`src/rtl/fir_mac_engine.sv`:
```
// rtl/fir_mac_engine.sv - time-multiplexed multichannel FIR multiply-accumulate engine
// Define FIR_MAC_SATURATE_EN to clamp the rounded result to OUT_W and flag clip; otherwise it wraps.
module fir_mac_engine #(
  parameter int DATA_W    = 24,
  parameter int COEF_W    = 16,
  parameter int COEF_FRAC = 15,
  parameter int ACC_W     = 48,
  parameter int OUT_W     = 24,
  parameter int NUM_TAPS  = 64,
  parameter int NUM_CH    = 2,
  localparam int CH_W     = (NUM_CH > 1) ? $clog2(NUM_CH) : 1,
  localparam int TAP_W    = (NUM_TAPS > 1) ? $clog2(NUM_TAPS) : 1
) (
  input  logic                   clk,
  input  logic                   reset,
  input  logic                   start,
  input  logic [CH_W-1:0]        start_ch,
  output logic                   busy,
  output logic                   tap_rd,
  output logic [CH_W+TAP_W-1:0]  tap_addr,
  input  logic [COEF_W-1:0]      coef_in,
  input  logic [DATA_W-1:0]      data_in,
  output logic [OUT_W-1:0]       data_out,
  output logic [CH_W-1:0]        out_ch,
  output logic                   out_valid,
  output logic                   clip
);
  localparam int PROD_W = DATA_W + COEF_W;

  typedef enum logic [1:0] {IDLE, ISSUE, DRAIN, OUTPUT} state_t;

  state_t            state_q;
  logic              busy_q, tap_rd_q, out_valid_q, clip_q;
  logic [CH_W-1:0]   ch_q, out_ch_q;
  logic [TAP_W-1:0]  tap_q;
  logic [1:0]        drain_q;
  logic [OUT_W-1:0]  data_out_q;

  logic              start_ok;
  logic [OUT_W-1:0]  data_d;
  logic              clip_d;

  assign start_ok = (state_q == IDLE) && start;

  always_ff @(posedge clk) begin
    if (reset) begin
      state_q     <= IDLE;
      busy_q      <= 1'b0;
      tap_rd_q    <= 1'b0;
      tap_q       <= '0;
      ch_q        <= '0;
      drain_q     <= '0;
      out_valid_q <= 1'b0;
      clip_q      <= 1'b0;
      data_out_q  <= '0;
      out_ch_q    <= '0;
    end else begin
      out_valid_q <= 1'b0;
      case (state_q)
        IDLE: begin
          if (start) begin
            state_q  <= ISSUE;
            busy_q   <= 1'b1;
            tap_rd_q <= 1'b1;
            tap_q    <= '0;
            ch_q     <= (NUM_CH == 1) ? '0 : start_ch;
          end
        end
        ISSUE: begin
          if (tap_q == TAP_W'(NUM_TAPS - 1)) begin
            state_q  <= DRAIN;
            tap_rd_q <= 1'b0;
            tap_q    <= '0;
            drain_q  <= '0;
          end else begin
            tap_q <= tap_q + TAP_W'(1);
          end
        end
        DRAIN: begin
          // three cycles covers operand, product and accumulate stages of the last tap
          if (drain_q == 2'd2) state_q <= OUTPUT;
          else                 drain_q <= drain_q + 2'd1;
        end
        OUTPUT: begin
          state_q     <= IDLE;
          busy_q      <= 1'b0;
          out_valid_q <= 1'b1;
          data_out_q  <= data_d;
          clip_q      <= clip_d;
          out_ch_q    <= ch_q;
        end
        default: state_q <= IDLE;
      endcase
    end
  end

  logic                     rd_d1_q, op_vld_q, prod_vld_q;
  logic signed [DATA_W-1:0] data_op_q;
  logic signed [COEF_W-1:0] coef_op_q;
  logic signed [PROD_W-1:0] prod_q;
  logic signed [ACC_W-1:0]  acc_q;

  always_ff @(posedge clk) begin
    if (reset) begin
      rd_d1_q    <= 1'b0;
      op_vld_q   <= 1'b0;
      prod_vld_q <= 1'b0;
      data_op_q  <= '0;
      coef_op_q  <= '0;
      prod_q     <= '0;
      acc_q      <= '0;
    end else begin
      rd_d1_q    <= tap_rd_q;
      op_vld_q   <= rd_d1_q;
      prod_vld_q <= op_vld_q;
      if (rd_d1_q) begin
        data_op_q <= data_in;
        coef_op_q <= coef_in;
      end
      if (op_vld_q) prod_q <= PROD_W'(data_op_q) * PROD_W'(coef_op_q);
      if (start_ok)        acc_q <= '0;
      else if (prod_vld_q) acc_q <= acc_q + {{(ACC_W-PROD_W){prod_q[PROD_W-1]}}, prod_q};
    end
  end

  // one guard bit above ACC_W so the rounding add cannot overflow
  localparam logic signed [ACC_W:0] RND_HALF = (ACC_W+1)'(1) <<< (COEF_FRAC - 1);
  logic signed [ACC_W:0] rnd, r_full;

`ifdef FIR_MAC_SATURATE_EN
  localparam logic signed [ACC_W:0] SAT_MAX = ((ACC_W+1)'(1) <<< (OUT_W - 1)) - (ACC_W+1)'(1);
  localparam logic signed [ACC_W:0] SAT_MIN = -((ACC_W+1)'(1) <<< (OUT_W - 1));
`endif

  always_comb begin
    rnd    = $signed({acc_q[ACC_W-1], acc_q}) + RND_HALF;
    r_full = rnd >>> COEF_FRAC;
`ifdef FIR_MAC_SATURATE_EN
    if (r_full > SAT_MAX) begin
      data_d = OUT_W'(SAT_MAX);
      clip_d = 1'b1;
    end else if (r_full < SAT_MIN) begin
      data_d = OUT_W'(SAT_MIN);
      clip_d = 1'b1;
    end else begin
      data_d = OUT_W'(r_full);
      clip_d = 1'b0;
    end
`else
    data_d = OUT_W'(r_full);
    clip_d = 1'b0;
`endif
  end

  assign busy      = busy_q;
  assign tap_rd    = tap_rd_q;
  assign tap_addr  = tap_rd_q ? {ch_q, tap_q} : '0;
  assign data_out  = data_out_q;
  assign out_ch    = out_ch_q;
  assign out_valid = out_valid_q;
  assign clip      = clip_q;

endmodule

```
`config.mk`:
```
export PLATFORM = sky130hd
export DESIGN_NAME = fir_mac_engine
export DESIGN_NICKNAME = d
export VERILOG_FILES = /design/src/rtl/fir_mac_engine.sv
export SDC_FILE = /design/constraint.sdc
export NUM_CORES = 1
export LEC_CHECK = 0
export BUFFER_PORTS_ARGS = -buffer_cell sky130_fd_sc_hd__buf_2
export CORE_MARGIN = 5
export CORE_UTILIZATION = 55
export CTS_CLUSTER_DIAMETER = 120
export DETAILED_ROUTE_END_ITERATION = 8
export PLACE_DENSITY = 0.77
export SLEW_MARGIN = 20
export SYNTH_ARGS = -nofsm -noshare
export SYNTH_HDL_FRONTEND = slang
export SYNTH_SLANG_ARGS = --single-unit
```
`constraint.sdc`:
```
create_clock -name clk -period 19.19 [get_ports clk]
set_input_delay 2.8785 -clock clk [delete_from_list [all_inputs] [get_ports clk]]
set_output_delay 2.8785 -clock clk [all_outputs]
set_load 0.01 [all_outputs]
```
# ---- Word-level counts from Yosys, hierarchy flattened
# Cells that the tools add are included.
# W data, S select, Z words.
dict set report totals {
  reg_bits 170
  elab_cells 58
  out_inout_bits 36
}
dict set report op_classes {
  n_addsub 4
  mul 1
  muxes 16
  eq_ne 9
  n_reduce_logical 12
}
# op n
set op_table {}
lappend op_table {{$add A48 B48 Y48} 1}
lappend op_table {{$mul A24 B16 Y40} 1}
lappend op_table {{$add A39 B16 Y39 const B} 1}
lappend op_table {{$mux W6} 2}
lappend op_table {{$pmux W6 S2} 1}
lappend op_table {{$mux W2} 5}
lappend op_table {{$reduce_and A3 Y1} 3}
lappend op_table {{$ne A2 B2 Y1 const B} 4}
lappend op_table {{$pmux W2 S4} 1}
lappend op_table {{$mux W7} 1}
lappend op_table {{$add A6 B1 Y6 const B} 1}
lappend op_table {{$eq A2 B2 Y1 const B} 3}
lappend op_table {{$eq A6 B6 Y1 const B} 1}
lappend op_table {{$reduce_and A2 Y1} 3}
lappend op_table {{$reduce_bool A2 Y1} 3}
lappend op_table {{$pmux W1 S2} 2}
lappend op_table {{$pmux W2 S2} 1}
lappend op_table {{$mux W1} 3}
lappend op_table {{$add A2 B1 Y2 const B} 1}
lappend op_table {{$eq A2 B1 Y1 const B} 1}
lappend op_table {{$logic_not A2 Y1} 1}
lappend op_table {{$reduce_or A2 Y1} 1}
lappend op_table {{$logic_and A1 B1 Y1} 1}

# ---- Logic depth before layout (Yosys ltp)
# Gate-level depths: netlist of the first run.
dict set report depth {
  depth_word 3
  mapped_depth 25
  ltp_nobuf 23
}

# ---- Worst setup path after synthesis of the first run
# No wires, ideal clock.
dict set report synth_timing {
  path_type {register to register}
  start {register data_op_q[23]}
  end {register prod_q[36]}
  slack_ns 13.139
  path_stages_with_launch 24
  required_time_ns 19.120
  period_less_slack_ns 6.051
  setup_ns 0.070
  arrival_ns 5.981
  path_buffers 2
  cell_sequence {dfxtp_1 -> clkbuf_1 -> clkbuf_1 -> nand2_1 -> inv_1 -> fa_1 -> inv_1 -> fa_1 -> inv_1 -> fa_1 -> fa_1 -> fa_1 -> inv_1 -> fa_1 -> inv_1 -> ha_1 -> a21o_1 -> a21o_1 -> a2111oi_0 -> o31ai_1 -> nor3_1 -> a31oi_1 -> a211o_1 -> a21oi_1}
}
dict set report synth_via {
  elab_chain_cells 1
}
# element line
set synth_lines {}
lappend synth_lines {{from (decl)} 98} ;# logic signed [DATA_W-1:0] data_op_q;
lappend synth_lines {{from (signal assigned)} 117} ;# data_op_q <= data_in;
lappend synth_lines {{$mul A24 B16 Y40} 120} ;# if (op_vld_q) prod_q <= PROD_W'(data_op_q) * PROD_W'(coef_op_q);
lappend synth_lines {{to (signal assigned)} 120}
lappend synth_lines {{to (decl)} 100} ;# logic signed [PROD_W-1:0] prod_q;
# Every way passes these cells.
# A chain may end at the register's enable or synchronous reset.

# ---- Worst setup path in the final report of the first run
dict set report layout_timing {
  start {register coef_op_q[15]}
  end {register prod_q[38]}
}
dict set report layout_via {
  elab_chain_cells 1
}
# element line
set layout_lines {}
lappend layout_lines {{from (decl)} 99} ;# logic signed [COEF_W-1:0] coef_op_q;
lappend layout_lines {{from (signal assigned)} 118} ;# coef_op_q <= coef_in;
lappend layout_lines {{$mul A24 B16 Y40} 120}
# Every way passes these cells.

==> results of run 1 <==
-- synthesized netlist by cell type (4+ instances only) --
library cell and number:
o21bai_1 13, fa_1 369, nor2b_1 13, or3_1 7, xor2_1 40, a311oi_1 5
o21ai_1 4, xnor2_1 44, buf_1 9, a31oi_1 11, nand4_1 11, nand3_1 46
nor2_1 202, and3_1 12, dfxtp_1 160, nand2_1 290, a21o_1 27, or4_1 4
inv_1 453, a211oi_1 38, nand2b_1 16, and2_1 157, o21ai_0 54, clkbuf_1 98
ha_1 141, a21oi_1 78, o22ai_1 6, nor3_1 20, o211ai_1 9, mux2i_1 81
o31ai_1 7, o21a_1 12
-- placed cells by master, fill, tap and decap left out, types with 44 or more instances in the layout --
cell type,netlist,final
o21ai_0,54,54
inv_1,453,453
nand3_1,46,46
and2_1,157,157
xnor2_1,44,44
ha_1,141,141
nor2_1,202,202
dfxtp_1,160,159
mux2i_1,81,81
a21oi_1,78,78
buf_2,1,77
nand2_1,290,290
fa_1,369,369
-- sequential cells by signal, summed over array words and instances (netlist names), 2 cells and up --
signal	count
tap_q	6
data_op_q	24
acc_q	39
data_out	24
prod_q	39
drain_q	2
coef_op_q	16
state_q	2
-- per-stage QoR --
step / utilization [%] / setup slack (ns) / instance area (sq um) / power [mW] / hold WS (ns)
3_5_place_dp: 57.7 / 12.31 / 22400 / 0.811 / 0.463
6_report: 59.2 / 12.21 / 23100 / 1.17 / 0.470
2_1_floorplan: - / 13.14 / 21800 / 0.691 / 0.432
3_3_place_gp: 57.7 / 12.45 / 22400 / 0.796 / 0.456
4_1_cts: 59.2 / 12.30 / 23100 / 1.18 / 0.474
5_1_grt: 59.2 / 11.84 / 23100 / 1.24 / 0.501
-- worst register-to-register path: cells and delay by family (launching register included) --
kind / cells / cell delay (ns)
AO/OA/AOI/OAI: 5 / 1.31
adder cells (fa/ha/maj): 7 / 3.41
buffers and inverters: 3 / 0.74
flip-flops: 1 / 0.56
AND/OR/NAND/NOR: 5 / 0.82
-- worst max-delay path by stage --
stage               depth (start not counted)                 endpoint  slack (ns)                        from
floorplan                                  23  prod_q[36]$_SDFFE_PP0P_       13.14  data_op_q[23]$_SDFFE_PP0P_
global placement                           20  prod_q[21]$_SDFFE_PP0P_       12.45   coef_op_q[6]$_SDFFE_PP0P_
detailed placement                         21  prod_q[36]$_SDFFE_PP0P_       12.31   coef_op_q[1]$_SDFFE_PP0P_
CTS                                        20  prod_q[38]$_SDFFE_PP0P_       12.30  coef_op_q[15]$_SDFFE_PP0P_
global route                               21  prod_q[36]$_SDFFE_PP0P_       11.84   coef_op_q[1]$_SDFFE_PP0P_
finish                                     20  prod_q[38]$_SDFFE_PP0P_       12.21  coef_op_q[15]$_SDFFE_PP0P_
-- kinds of logic (layout without fill, tap and decap cells) --
family	count (synthesis)	after routing	synth area share [%]
xor gates and xnor gates	84	84	3.38
adders and majority gates	510	510	42.1
muxes	82	82	3.78
and+or+nand+nor	793	793	16.9
buffers and inverters	564	573	9.76
other	1	1	0.0172
AOI/OAI and AO/OA	306	306	9.37
DFF	160	160	14.7
-- metal layers --
metal	GRT usage, %	wire length [um]
met3	2.83	2550
met1	30.2	20100
met5	0	0
met2	44.3	26800
met4	10.9	2320
-- power by group through the flow --
stage | Sequential [mW] | Combinational [mW] | Clock [mW]
after global placement | 0.438 | 0.358 | 0
after global routing | 0.442 | 0.419 | 0.384
final | 0.437 | 0.369 | 0.362
after floorplan | 0.391 | 0.300 | 0
after CTS | 0.434 | 0.372 | 0.372
after detailed placement | 0.441 | 0.369 | 0
-- layout make-up --
cell class	instances	area (sq um)	share of cell area, %
repair buffers	86	453	1.96
multi-input cells	1776	16400	71.2
flip-flops and latches	160	3200	13.9
inverters	455	1710	7.41
clock inverters	15	194	0.841
well taps	518	648	2.81
clock buffers	17	425	1.84
==> qor.csv, run 1 <==
stage,metric,value,unit
status,status,finished clean,
clock_tree,clk_lat worst skew,0.47,ns
setup_path,worst path bufs/invs,3,
setup_path,Worst path most repeated cell,fa_1,
logic_synthesis,"EDFF count, synth",0,
setup_path,"CP delay by family, top",adder cells,
logic_synthesis,Syn Nets,3054,
logic_synthesis,"Primary FF master, synth",dfxtp_1,
timing,final setup TNS,0,ns
setup_path,max incr delay on CP,0.64,ns
clock_tree,post-CTS sizing,0,
detailed_routing,drt drc,0,
setup_path,worst path required time,19.50,ns
logic_synthesis,Syn Inst Count,2500,
logic_synthesis,"Avg Cell Area, Syn",8.70,sq um
pwr,clock power share,31.0,%
floorplan,FP Rows,72,
logic_synthesis,Yosys top cell area share,34.0,%
floorplan,Die Wd,209,um
timing,unrepaired setup endpoints after global routing,no,
detailed_routing,drt total wl,51800,um
grt,initial antenna violation count,2,
timing,FMAX,0.143,GHz
placement,HPWL after DPL,40400,um
pwr,share of power burned in registers,37.4,%
setup_path,CP max-delay cell,clkinv_1,
clock_tree,Bufs on Longest Clock Path,2,
timing,"Period Utilization, post-route",36.4,%
finish,Layout Cells excl Fill,3027,
floorplan,I/O Pins,80,
setup_path,CP arrival,7.29,ns
timing,final hold viol count,0,
grt,first-pass GRT wire length,88300,um
grt,largest net degree at the start of global routing,91,
floorplan,Starting Density,55.9,%
logic_synthesis,Area contributors post-synth,"fa_1 34%, dfxtp_1 15%, ha_1 8.1%",
clock_tree,cts hold-fix bufs,0,
detailed_routing,via count,16800,
setup_path,worst-path cell chain,clkinv_1 > nor2_1 > fa_1 > fa_1 > fa_1 > fa_1 > fa_1 > inv_1 > fa_1 > inv_1 > ha_1 > nand2_1 > o211ai_1 > o211ai_1 > a21oi_1 > nand3_1 > a31oi_1 > nor2_1 > o32ai_1 > nor3_1,
min_path,WHS Endpoint,ch_q$_SDFFE_PP0P_,
finish,FILL cells,3396,
setup_path,r2r startpoint,coef_op_q[15]$_SDFFE_PP0P_,
min_path,hold path startpoint,ch_q$_SDFFE_PP0P_,
clock_tree,clk sinks,160,
finish,area delta synth->final,6.01,%
logic_synthesis,"Cell Area, Synth",21800,sq um
timing,final critical-path required period,6.98,ns
placement,IO buf count,78,
timing,# setup viols final,0,
clock_tree,post-CTS setup buffers,0,
min_path,hold path depth,2,
setup_path,Setup CP Type,flop to flop,
floorplan,Die ar.,43600,sq um
setup_path,CP endpoint kind,flop,
detailed_routing,DR vias/cell,5.56,
setup_path,CP Max Fanout,18,
pwr,PwrDens,50.6,nW/um^2
clock_tree,CTS tree,done,
pwr,Power Internal,0.707,mW
setup_path,worst r2r path cells,20,
logic_synthesis,register area share after synthesis,14.7,%
clock_tree,root buf cell,clkbuf_16,
pwr,power share of the combinational group,31.6,%
placement,gp weighted congestion,0.899,
grt,GRT Total Usage,24.8,%
clock_tree,clock-pin slew on the worst setup and hold paths,0.08,ns
timing,max-slew violations,0,
detailed_routing,Starting DRT DRC Count,1036,
timing,Slew headroom,26.1,%
logic_synthesis,YS warnings,0,
floorplan,core area,38900,sq um
grt,GR Overflow Total,0,
timing,Slew @ Worst Pin,1.11,ns
setup_path,Setup crit start kind,flop,
logic_synthesis,ys async rst share,0,%
logic_synthesis,Synth cell types,72,
timing,Final Skew,0.0142,ns
min_path,Hold Crit Class,flop to flop,
floorplan,Die Y,209,um
pwr,Net Switching,0.461,mW
flow_run,max_cap viols,0,
detailed_routing,1st-pass router iterations,5,
finish,Final Net Count,3050,
placement,Placed Cells,2995,
clock_tree,Num CTS Buffers,17,
clock_tree,H-tree level count,4,
logic_synthesis,"area leader, netlist",fa_1,
grt,number of global-route vias before repair,18000,
setup_path,RR Endpoint,prod_q[38]$_SDFFE_PP0P_,
finish,n_diodes,0,
setup_path,R2R setup slack,12.21,ns
detailed_routing,Final ANT Viol Nets,0,
logic_synthesis,register bit total from synthesis,160,
detailed_routing,per-cell routed wire length,17.1,um
finish,layout cells sized above 1,5.22,%
pwr,leakage power,11.1,nW
pwr,Worst VDD drop,0.0609,mV
pwr,switch share,39.5,%
Power figures use the tool's default switching activity.
==> inputs of run 2 (changes only) <==
--- a/config.mk
+++ b/config.mk
@@ -10,7 +10,7 @@
 export CORE_UTILIZATION = 55
 export CTS_CLUSTER_DIAMETER = 120
 export DETAILED_ROUTE_END_ITERATION = 8
-export PLACE_DENSITY = 0.77
+export PLACE_DENSITY = 0.8
 export SLEW_MARGIN = 20
 export SYNTH_ARGS = -nofsm -noshare
 export SYNTH_HDL_FRONTEND = slang
==> constraint.sdc (replaced) <==
create_clock -name clk -period 6.15 [get_ports clk]
set_input_delay 0.9225 -clock clk [delete_from_list [all_inputs] [get_ports clk]]
set_output_delay 0.9225 -clock clk [all_outputs]
set_load 0.01 [all_outputs]
==> qor.csv, run 2 (synthesis results as in run 1) <==
stage,metric,value,unit,change
clock_tree,clk_lat worst skew,0.46,ns,about the same
timing,FMAX,0.166,GHz,+16%
setup_path,CP endpoint kind,flop,,
setup_path,worst-path cell chain,buf_8 > and2_4 > fa_1 > inv_2 > fa_1 > inv_2 > fa_1 > fa_1 > fa_1 > inv_1 > fa_1 > inv_2 > ha_4 > a21o_1 > a21o_1 > a2111oi_4 > buf_4 > o31ai_2 > nor3_2 > a31oi_4 > nor2_2 > o32ai_2 > nor3_1,,
grt,initial antenna violation count,1,,-1
finish,final core occ,63.5,%,+4.3 points
setup_path,"CP delay by family, top",adder cells,,
detailed_routing,drt total wl,56300,um,+8.8%
timing,final hold slack,0.477,ns,+0.00621 ns
grt,number of global-route vias before repair,19200,,+6.8%
setup_path,CP max-delay cell,fa_1,,
pwr,Net Switching,1.58,mW,+240%
clock_tree,H-tree level count,4,,unchanged
setup_path,worst path bufs/invs,6,,+3
min_path,hold path depth,2,,unchanged
finish,layout cells sized above 1,14.2,%,+9.0 points
floorplan,Starting Density,55.9,%,unchanged
floorplan,Die Y,209,um,unchanged
finish,area delta synth->final,13.6,%,
clock_tree,clk sinks,160,,unchanged
finish,largest registers,"acc_q (39), prod_q (39)",,
grt,GRT Total Usage,25.7,%,+0.90 points
timing,final critical-path required period,6.03,ns,-0.951 ns
setup_path,CP arrival,6.41,ns,-0.88 ns
clock_tree,Num CTS Buffers,17,,unchanged
floorplan,Die Wd,209,um,unchanged
clock_tree,CTS tree,done,,
placement,HPWL after DPL,43100,um,+6.8%
detailed_routing,via count,17800,,+5.7%
finish,n_diodes,0,,unchanged
clock_tree,clock-pin slew on the worst setup and hold paths,0.09,ns,about the same
timing,Slew headroom,42.6,%,+17 points
setup_path,worst path required time,6.53,ns,-12.97 ns
pwr,Design Power,3.88,mW,+230%
detailed_routing,per-cell routed wire length,17.9,um,+4.6%
timing,"Period Utilization, post-route",98.0,%,+62 points
finish,Final Net Count,3171,,+4.0%
timing,Slew @ Worst Pin,0.860,ns,-0.249 ns
placement,IO buf count,78,,unchanged
detailed_routing,drt drc,0,,unchanged
grt,first-pass GRT wire length,92400,um,+4.6%
detailed_routing,Starting DRT DRC Count,1206,,+16%
pwr,clock power share,28.9,%,-2.1 points
timing,max-slew violations,0,,unchanged
setup_path,CP Max Fanout,11,,-7
pwr,leakage power,11.8,nW,+6.4%
timing,# setup viols final,0,,unchanged
pwr,share of power burned in registers,32.1,%,-5.3 points
placement,gp weighted congestion,0.915,,+1.8%
pwr,switch share,40.6,%,+1.1 points
timing,fin worst setup slack,0.121,ns,-12.09 ns
detailed_routing,1st-pass router iterations,5,,unchanged
setup_path,Setup crit start kind,flop,,
finish,"most common cell after layout, fill and taps aside",inv_1,,
detailed_routing,Final ANT Viol Nets,0,,unchanged
status,status,finished clean,,
floorplan,core area,38900,sq um,unchanged
min_path,Hold Crit Class,flop to flop,,
pwr,PwrDens,157,nW/um^2,+210%
timing,final hold viol count,0,,unchanged
timing,unrepaired setup endpoints after global routing,yes,,
timing,Final Skew,0.0140,ns,-0.000174 ns
finish,FILL cells,3117,,-8.2%
setup_path,worst r2r path cells,23,,+15%
pwr,power share of the combinational group,39.0,%,+7.4 points
setup_path,Worst path most repeated cell,fa_1,,
detailed_routing,DR vias/cell,5.65,,+1.6%
floorplan,Die ar.,43600,sq um,unchanged
setup_path,Stages on worst setup path,23,,+15%
clock_tree,root buf cell,clkbuf_16,,
grt,GR Overflow Total,0,,unchanged
placement,Place WS,-0.126,ns,-12.44 ns
setup_path,Setup CP Type,flop to flop,,
finish,most frequent cells in the layout,"441 x inv_1, 354 x fa_1, 282 x nand2_1",,
floorplan,FP Rows,72,,unchanged
setup_path,max incr delay on CP,0.61,ns,-0.03 ns
clock_tree,Bufs on Longest Clock Path,2,,unchanged
setup_path,R2R setup slack,0.12,ns,-12.09 ns
pwr,Worst VDD drop,0.201,mV,+230%
pwr,Power Internal,2.31,mW,+230%
grt,largest net degree at the start of global routing,95,,+4.4%
flow_run,max_cap viols,0,,unchanged
floorplan,I/O Pins,80,,unchanged
==> run 2: changes by cell type in the layout (fill, tap and decap cells not counted), sizes merged <==
cell,change
buf,+120
bufinv,-2
clkbuf,+1
clkinv,+2
clkinvlp,+1
inv,-1
==> run 2: routing by layer <==
metal | vias to the layer above | GRT usage (%) | share of wire (%)
li1 | 8069 | - | -
met3 | 211 | 2.65 | 5.2
met1 | 8842 | 30.4 | 37
met2 | 678 | 46.9 | 53
met5 | - | 0 | 0
met4 | 0 | 12.0 | 5.4
==> run 2: tightest hold or removal path: stages, from the launching register on <==
cell	delay, ns
dfxtp_1	0.32
nand2_1	0.05
o31ai_1	0.06
==> run 2: worst paths after layout <==
check	startpoint	endpoint
worst min-delay path	prod_q[21]$_SDFFE_PP0P_	prod_q[21]$_SDFFE_PP0P_
worst min register to register	prod_q[21]$_SDFFE_PP0P_	prod_q[21]$_SDFFE_PP0P_
worst max register to register	coef_op_q[3]$_SDFFE_PP0P_	prod_q[38]$_SDFFE_PP0P_
worst max-delay path	coef_op_q[3]$_SDFFE_PP0P_	prod_q[38]$_SDFFE_PP0P_
==> run 2: power by group through the flow <==
stage / logic (mW) / registers [mW] / clock network [mW]
finish: 1.52 / 1.25 / 1.12
global route: 1.68 / 1.26 / 1.17
detailed placement: 1.41 / 1.26 / 0
CTS: 1.42 / 1.23 / 1.13
floorplan: 0.937 / 1.22 / 0
global placement: 1.36 / 1.25 / 0
==> run 2: area by class of cell <==
class                      instances  area, sq um  area share (%)
multi-input combinational       1776        16900            68.3
sequential                       160         3300            13.4
inverter                         455         1710            6.91
timing repair buffer             207         1570            6.34
tap                              518          648            2.62
clock buffer                      17          425            1.72
clock inverter                    15          190           0.770
==> run 2: metrics by stage <==
stage / instance area [sq um] / cells / setup TNS [ns]
after floorplan: 21800 / 2500 / 0
after global placement: 23300 / 3099 / 0
after detailed placement: 23300 / 3099 / -0.615
after CTS: 24000 / 3131 / -0.0222
after global routing: 24700 / 3148 / -0.322
final: 24700 / 3148 / 0
==> run 2: what timing repair did <==
action | CTS | global route
endpoints found under the setup margin | 15 | 23
cloned | 0 | 1
gates resized for setup | 25 | 159
pin swaps | 3 | 76
hold buffers | 0 | 0
setup buffers | 0 | 17
==> inputs of run 3 (changes only) <==
--- a/config.mk
+++ b/config.mk
@@ -10,6 +10,7 @@
 export CORE_UTILIZATION = 55
 export CTS_CLUSTER_DIAMETER = 120
 export DETAILED_ROUTE_END_ITERATION = 8
+export MAX_ROUTING_LAYER = met4
 export PLACE_DENSITY = 0.8
 export SLEW_MARGIN = 20
 export SYNTH_ARGS = -nofsm -noshare
==> qor.csv, run 3 (synthesis results as in run 1) <==
stage,metric,value,unit,change
timing,max-slew violations,0,,unchanged
pwr,PwrDens,158,nW/um^2,+0.24%
min_path,WHS Endpoint,prod_q[21]$_SDFFE_PP0P_,,
timing,final critical-path required period,6.08,ns,+0.0513 ns
setup_path,worst path required time,6.50,ns,-0.03 ns
timing,"Period Utilization, post-route",98.9,%,+0.83 points
detailed_routing,Final ANT Viol Nets,0,,unchanged
placement,gp weighted congestion,0.935,,+2.1%
detailed_routing,per-cell routed wire length,17.6,um,-1.7%
pwr,Design Power,3.88,mW,-0.10%
pwr,switch share,40.0,%,-0.63 points
setup_path,CP max-delay cell,fa_1,,
detailed_routing,DR vias/cell,5.59,,-1.1%
pwr,share of power burned in registers,32.0,%,about the same
finish,"most common cell after layout, fill and taps aside",inv_1,,
min_path,hold path startpoint,prod_q[21]$_SDFFE_PP0P_,,
clock_tree,cts hold-fix bufs,0,,unchanged
grt,GRT Total Usage,26.3,%,+0.57 points
setup_path,worst path bufs/invs,8,,+2
clock_tree,Num CTS Buffers,17,,unchanged
detailed_routing,drt total wl,55300,um,-1.8%
finish,most frequent cells in the layout,"451 x inv_1, 356 x fa_1, 285 x nand2_1",,
clock_tree,H-tree level count,4,,unchanged
setup_path,Worst Setup SP,data_op_q[6]$_SDFFE_PP0P_,,
detailed_routing,Starting DRT DRC Count,998,,-17%
pwr,Power Internal,2.33,mW,+0.96%
floorplan,Die Y,209,um,unchanged
pwr,power share of the combinational group,38.6,%,-0.4 points
setup_path,"CP delay by family, top",adder cells,,
setup_path,R2R setup slack,0.07,ns,-0.05 ns
min_path,Hold Crit Class,flop to flop,,
setup_path,worst-path cell chain,buf_4 > buf_4 > and2_1 > fa_1 > inv_1 > fa_1 > inv_1 > fa_1 > ha_1 > inv_1 > fa_1 > inv_1 > fa_1 > ha_4 > nand3_4 > buf_4 > a21oi_4 > o41ai_4 > nand2b_1 > a211oi_2 > buf_4 > o21bai_1 > a211oi_1 > o31ai_1,,
setup_path,Setup crit start kind,flop,,
clock_tree,CTS tree,done,,
clock_tree,clock-pin slew on the worst setup and hold paths,0.09,ns,about the same
floorplan,Die Wd,209,um,unchanged
floorplan,I/O Pins,80,,unchanged
finish,largest registers,"acc_q (39), prod_q (39)",,
finish,final instance area,24600,sq um,-0.34%
clock_tree,clk_lat worst skew,0.47,ns,about the same
flow_run,max_cap viols,0,,unchanged
floorplan,core area,38900,sq um,unchanged
pwr,clock power share,29.5,%,+0.6 points
detailed_routing,via count,17600,,-1.1%
timing,final hold viol count,0,,unchanged
setup_path,r2r startpoint,data_op_q[6]$_SDFFE_PP0P_,,
timing,# setup viols final,0,,unchanged
detailed_routing,drt drc,0,,unchanged
clock_tree,root buf cell,clkbuf_16,,
floorplan,FP Rows,72,,unchanged
setup_path,CP endpoint kind,flop,,
finish,area delta synth->final,13.2,%,
timing,Slew @ Worst Pin,0.873,ns,+0.0124 ns
placement,Placed Area,23400,sq um,+0.46%
setup_path,RR Endpoint,prod_q[21]$_SDFFE_PP0P_,,
finish,Final Net Count,3166,,-0.16%
timing,Slew headroom,41.5,%,-1.2 points
placement,HPWL after DPL,43000,um,-0.25%
grt,number of global-route vias before repair,18700,,-2.7%
finish,FILL cells,3166,,+1.6%
detailed_routing,1st-pass router iterations,5,,unchanged
setup_path,CP arrival,6.43,ns,+0.02 ns
min_path,hold path depth,2,,unchanged
pwr,Worst VDD drop,0.191,mV,-5.0%
setup_path,Worst path most repeated cell,fa_1,,
timing,Final Skew,0.0181,ns,+0.00410 ns
setup_path,Setup CP Type,flop to flop,,
floorplan,Starting Density,55.9,%,unchanged
status,status,finished clean,,
placement,IO buf count,78,,unchanged
pwr,leakage power,11.8,nW,+0.15%
grt,first-pass GRT wire length,91400,um,-1.1%
clock_tree,clk sinks,160,,unchanged
grt,initial antenna violation count,3,,+2
finish,layout cells sized above 1,13.1,%,-1.2 points
pwr,Net Switching,1.55,mW,-1.7%
setup_path,max incr delay on CP,0.60,ns,about the same
grt,largest net degree at the start of global routing,95,,unchanged
floorplan,Die ar.,43600,sq um,unchanged
timing,FMAX,0.164,GHz,-0.84%
setup_path,CP Max Fanout,10,,-1
clock_tree,Bufs on Longest Clock Path,2,,unchanged
grt,GR Overflow Total,0,,unchanged
setup_path,worst r2r path cells,24,,+4.3%
-- run 3: what timing repair did --
action / in CTS / in global routing
pin swaps: 0 / 67
buffers inserted: 0 / 5
setup endpoints to repair: 10 / 24
gates cloned: 0 / 1
resized for setup: 19 / 129
-- run 3: worst min-delay path, cell delays in order (launching register included) --
cell and delay (ns):
dfxtp_1 0.32, nand2_1 0.05, o31ai_1 0.05
-- run 3: layout make-up --
cell class,instances,area (sq um),area share [%]
multi-input combinational,1776,16800,68.3
sequential,160,3280,13.3
inverter,455,1710,6.93
timing repair buffer,202,1560,6.33
tap,518,648,2.63
clock buffer,18,429,1.74
clock inverter,14,166,0.676
antenna,4,10.0,0.0406
-- run 3: worst max path at each step --
stage,endpoint,depth (start not counted)
2_1_floorplan,prod_q[36]$_SDFFE_PP0P_,23
3_3_place_gp,prod_q[19]$_SDFFE_PP0P_,23
3_5_place_dp,prod_q[35]$_SDFFE_PP0P_,21
4_1_cts,prod_q[38]$_SDFFE_PP0P_,21
5_1_grt,prod_q[19]$_SDFFE_PP0P_,25
6_report,prod_q[21]$_SDFFE_PP0P_,24
-- run 3: through the flow --
stage / worst slack, ns / setup TNS (ns) / utilization (%) / cells / hold slack [ns]
final: 0.0698 / 0 / 63.3 / 3147 / 0.473
after global routing: -0.101 / -0.635 / 63.3 / 3146 / 0.485
after CTS: -0.000981 / -0.000981 / 61.8 / 3137 / 0.477
after detailed placement: -0.121 / -0.588 / 60.1 / 3105 / 0.465
after global placement: 0.0135 / 0 / 60.1 / 3105 / 0.456
after floorplan: 0.0990 / 0 / - / 2500 / 0.432
-- run 3: routing by layer --
metal	GRT usage (%)	part of all wire (%)	up-vias
li1	-	-	8069
met1	30.6	39	8805
met3	2.58	4.2	184
met4	11.5	4.7	0
met2	46.3	52	547
met5	-	0	-
-- run 3: power groups by stage --
stage          sequential [mW]  combinational [mW]  clock (mW)
3_5_place_dp              1.25                1.42           0
6_report                  1.24                1.50        1.14
4_1_cts                   1.23                1.43        1.15
5_1_grt                   1.25                1.65        1.19
3_3_place_gp              1.25                1.39           0
2_1_floorplan             1.22               0.937           0
